File: src/rtl/sevenseg_scan.sv
// Four-digit common-anode 7-segment scanner for the stopwatch BCD digits.
// Takes a per-frame snapshot of the digits and drives registered, active-low segment and anode lines.
module sevenseg_scan #(
  parameter int REFRESH_DIV  = 100000,
  parameter int GUARD        = 4,
  parameter int BLINK_FRAMES = 125
) (
  input  logic       clk100MHz,
  input  logic       rst,
  input  logic [3:0] tenminin,
  input  logic [3:0] oneminin,
  input  logic [3:0] tensecin,
  input  logic [3:0] onesecin,
  input  logic       pause,
  input  logic       blank_lz,
  output logic [6:0] seg,
  output logic       dp,
  output logic [3:0] an
);

  localparam int SW = $clog2(REFRESH_DIV);
  localparam int FW = $clog2(BLINK_FRAMES + 1);

  logic [SW-1:0] slot_cnt;
  logic [1:0]    idx;
  logic [15:0]   samp;
  logic [15:0]   samp_d;
  logic [15:0]   snap;
  logic [FW-1:0] frame_cnt;
  logic          phase_on;

  logic          slot_wrap;
  logic          frame_start;
  logic          stable;
  logic [3:0]    digit;
  logic          blank_slot;
  logic [6:0]    seg_next;
  logic [3:0]    an_next;
  logic          dp_next;

  function automatic logic [6:0] decode(input logic [3:0] val);
    case (val)
      4'd0:    return 7'b1000000;
      4'd1:    return 7'b1111001;
      4'd2:    return 7'b0100100;
      4'd3:    return 7'b0110000;
      4'd4:    return 7'b0011001;
      4'd5:    return 7'b0010010;
      4'd6:    return 7'b0000010;
      4'd7:    return 7'b1111000;
      4'd8:    return 7'b0000000;
      4'd9:    return 7'b0010000;
      default: return 7'b0111111;
    endcase
  endfunction

  always_comb begin
    slot_wrap   = (slot_cnt == SW'(REFRESH_DIV - 1));
    frame_start = slot_wrap && (idx == 2'd3);
    stable      = (samp == samp_d);
    digit       = 4'd0;
    case (idx)
      2'd0: digit = snap[3:0];
      2'd1: digit = snap[7:4];
      2'd2: digit = snap[11:8];
      2'd3: digit = snap[15:12];
      default: digit = 4'd0;
    endcase
    blank_slot = (idx == 2'd3) && blank_lz && (snap[15:12] == 4'd0);
    seg_next   = decode(digit);
    dp_next    = (idx != 2'd2);
    an_next    = 4'hF;
    if (!(slot_cnt < SW'(GUARD)) && !blank_slot && phase_on)
      an_next = ~(4'b0001 << idx);
  end

  always_ff @(posedge clk100MHz or negedge rst) begin
    if (!rst) begin
      slot_cnt <= '0;
      idx      <= 2'd0;
    end else if (slot_wrap) begin
      slot_cnt <= '0;
      idx      <= idx + 2'd1;
    end else begin
      slot_cnt <= slot_cnt + SW'(1);
    end
  end

  // Two-stage sample; a snapshot is taken only when both stages agree, so a digit
  // rolling over right at frame start never produces a torn frame.
  always_ff @(posedge clk100MHz or negedge rst) begin
    if (!rst) begin
      samp   <= '0;
      samp_d <= '0;
      snap   <= '0;
    end else begin
      samp   <= {tenminin, oneminin, tensecin, onesecin};
      samp_d <= samp;
      if (frame_start && stable)
        snap <= samp_d;
    end
  end

  always_ff @(posedge clk100MHz or negedge rst) begin
    if (!rst) begin
      frame_cnt <= '0;
      phase_on  <= 1'b1;
    end else if (!pause) begin
      frame_cnt <= '0;
      phase_on  <= 1'b1;
    end else if (frame_start) begin
      if (frame_cnt == FW'(BLINK_FRAMES - 1)) begin
        frame_cnt <= '0;
        phase_on  <= ~phase_on;
      end else begin
        frame_cnt <= frame_cnt + FW'(1);
      end
    end
  end

  always_ff @(posedge clk100MHz or negedge rst) begin
    if (!rst) begin
      seg <= 7'h7F;
      dp  <= 1'b1;
      an  <= 4'hF;
    end else begin
      seg <= seg_next;
      dp  <= dp_next;
      an  <= an_next;
    end
  end

endmodule
File: config.mk
export PLATFORM = sky130hd
export DESIGN_NAME = sevenseg_scan
export DESIGN_NICKNAME = d
export VERILOG_FILES = /design/src/rtl/sevenseg_scan.sv
export SDC_FILE = /design/constraint.sdc
export NUM_CORES = 1
export LEC_CHECK = 0
export CAP_MARGIN = 25
export CORE_ASPECT_RATIO = 0.6
export CORE_UTILIZATION = 45
export DETAILED_ROUTE_END_ITERATION = 16
export PLACE_DENSITY_LB_ADDON = 0.2
export SETUP_SLACK_MARGIN = 0.05
export SLEW_MARGIN = 20
export SYNTH_ARGS = -nofsm -noshare
export SYNTH_HDL_FRONTEND = slang
export SYNTH_SLANG_ARGS = --single-unit
export TNS_END_PERCENT = 1
File: constraint.sdc
create_clock -name clk100MHz -period 3.8 [get_ports clk100MHz]
set_input_delay 0.76 -clock clk100MHz [delete_from_list [all_inputs] [get_ports clk100MHz]]
set_output_delay 0.76 -clock clk100MHz [all_outputs]
set_load 0.03 [all_outputs]
==> run_results.csv <==
group,metric,value,unit
sta,worst_slack,1280,ps
worst_setup_path,cp_slowest_cell,"or4_4",
worst_setup_path,critPathTopFamily,"simple AND/OR/NAND/NOR gates",
detailed_routing,firstDrtPassIters,5,
clock_network,cts_tree,"built",
synthesis,yosys.area.top_type,"dfrtp_1",
synthesis,ys_ff_latch,87,
grt,grt_pass1_wl,11.2,mm
worst_setup_path,timing.critical_path.cells,"or4_4 -> nor4_4 -> nand3_4 -> nor2_4 -> mux2_2",
clock_network,htree_levels,3,
layout,final_nets,360,
sta,tightest_slew,897,ps
sta,hold_violations,0,
clock_network,clock_latency,340,ps
worst_setup_path,required,4030,ps
placement,placement.io_buffers,31,
synthesis,synth_cell_types,44,
run_status,status,"completed",
detailed_routing,wl,6.47,mm
sta,finalCritPeriodShare,0.664,
sta,drv_slew,0,
synthesis,synthArstFlopShare,1.00,
worst_setup_path,cp-end-kind,"register",
synthesis,synthMostInstantiatedCell,"dfrtp_1",
worst_setup_path,worstPathArrival,2750,ps
grt,first_global_vias,2195,
worst_hold_path,hp-class,"reg -> reg",
detailed_routing,first_iter_violations,102,
grt,grt_max_degree,74,
grt,track_usage,0.175,
sta,final.setup.tns,0,ps
sta,max_slew_margin,0.402,
synthesis,synthTopCellsByArea,"dfrtp_1, dfstp_2, xor2_1",
synthesis,synth.avg_cell_area,12.6,µm²
detailed_routing,via_per_inst,5.09,
synthesis,synth_area,3680,µm²
sta,rsz0062_at_grt,"false",
sta,period_minus_slack,2520,ps
floorplanning,dieArea,8550,µm²
detailed_routing,wire_per_inst,14.6,µm
worst_setup_path,path_class,"reg -> reg",
clock_network,cts_root_buffer,"clkbuf_16",
placement,dpl.hpwl,4.62,mm
synthesis,synth_flop_cell,"dfrtp_1",
detailed_routing,ant_nets,0,
power,p_leak,1.95,nW
synthesis,synthCells,292,
detailed_routing,vias,2249,
floorplanning,io_pins,32,
placement,dpl_worst_slack,1310,ps
clock_network,numCtsBuffers,9,
worst_setup_path,worst-path-buf-inv,0,
synthesis,synth_edf_count,0,
clock_network,cts_buffer_depth,2,
layout,drive_gt1_frac,0.177,
synthesis,synth_common_cells,"dfrtp_1, nand2_1, xor2_1",
floorplanning,core_area,7880,µm²
synthesis,yosysSeqAreaShare,0.596,
power,power_density,426,nW/µm²
clock_network,cts.sink_count,87,
clock_network,holdBufCountCts,0,
flow_run,max_cap_violations,0,
power,ir_worst_vdd,0.000316,V
clock_network,post-cts-setup-buffers,0,
synthesis,synth_nets,323,
grt,antenna_found_initial,0,
grt,grt_overflow_total,0,
clock_network,cts_resized,0,
layout,diodes,0,
worst_setup_path,start_kind,"register",
sta,fin_skew,6.28,ps
floorplanning,die_w,119,µm
sta,setup_viol,0,
sta,clock.fmax,396,MHz
synthesis,ys_warn_count,0,
worst_setup_path,max_stage_delay,540,ps
worst_setup_path,worstPathMaxFanout,16,
placement,gp_congestion,0.787,
floorplanning,rows,25,
clock_network,clk_pin_slew,60,ps
synthesis,yosysTopAreaCellShare,0.504,
layout,syn_to_final_growth,19.1,%
layout,nFillCells,672,
detailed_routing,drc_errors,0,
floorplanning,die_height,72.0,µm
floorplanning,start_util,0.467,
## flip-flops by register name, indices dropped and copies added, names as in the netlist
signal and count:
phase_on 1, an 4, samp_d 16, snap 16
dp 1, samp 16, seg 7, idx 2
frame_cnt 7, slot_cnt 17
## path summary, 6_finish.rpt
check	start	end	slack [ps]	cells past startpoint
max reg2reg	slot_cnt[13]	snap[9]	1280	5
max in group asynchronous	rst	samp_d[15]	2580	2
max	slot_cnt[13]	snap[9]	1280	5
min	samp[10]	samp_d[10]	390	0
min reg2reg	samp[10]	samp_d[10]	390	0
min in group asynchronous	rst	frame_cnt[4]	550	1
## per-layer routing
metal	part of all wire	wire length [µm]	GRT usage	vias to the layer above
met2	0.39	2540	0.231	53
met1	0.53	3460	0.259	1103
met5	0	0	0	-
li1	-	-	-	1083
met4	0.018	119	0.0844	0
met3	0.054	352	0.0535	10
## power breakdown
part	switching, mW	internal, mW
clock	0.345	0.506
sequential	0.0128	0.945
combinational	0.0287	0.0270
total	0.386	1.48
## through the flow
step           power, mW  area, µm²  hold slack, ps  utilization  cells
2_1_floorplan      0.986       3680             372            -    292
3_3_place_gp        1.03       4090             383        0.519    426
3_5_place_dp        1.03       4090             381        0.519    426
4_1_cts             1.89       4380             399        0.556    442
5_1_grt             1.94       4380             408        0.556    442
6_report            1.86       4380             393        0.556    442
## layout by cell type (no fill, tap or decap), drive strengths merged, types with 5 or more instances in the layout
cell           netlist  final
dfrtp               74     74
inv                 15     15
clkbuf               3     10
mux2                18     18
nor2                19     19
nand4                8      8
o21ai                7      7
nand3                9      9
ha                  11     11
mux2i                5      5
nor4                10     10
dfstp               13     13
clkdlybuf4s50        0     30
nand2               25     25
xnor2                8      8
xor2                22     22
## logic make-up after synthesis
kind of cell             count (synthesis)  share of synthesized area
buffers and inverters                   22                     0.0279
AND/OR/NAND/NOR                         87                      0.126
adder cells (fa/ha/maj)                 11                     0.0374
XOR/XNOR                                30                     0.0715
flip-flops                              87                      0.596
AO/OA/AOI/OAI                           32                     0.0616
multiplexers                            23                     0.0789
## cell type report
type | count | area (µm²) | share of cell area
timing repair buffer | 33 | 323 | 0.0737
sequential | 87 | 2190 | 0.501
clock buffer | 10 | 229 | 0.0523
multi-input combinational | 183 | 1380 | 0.315
tap | 108 | 135 | 0.0309
clock inverter | 6 | 61.3 | 0.0140
inverter | 15 | 56.3 | 0.0129
(Power assumes the default switching activity.)
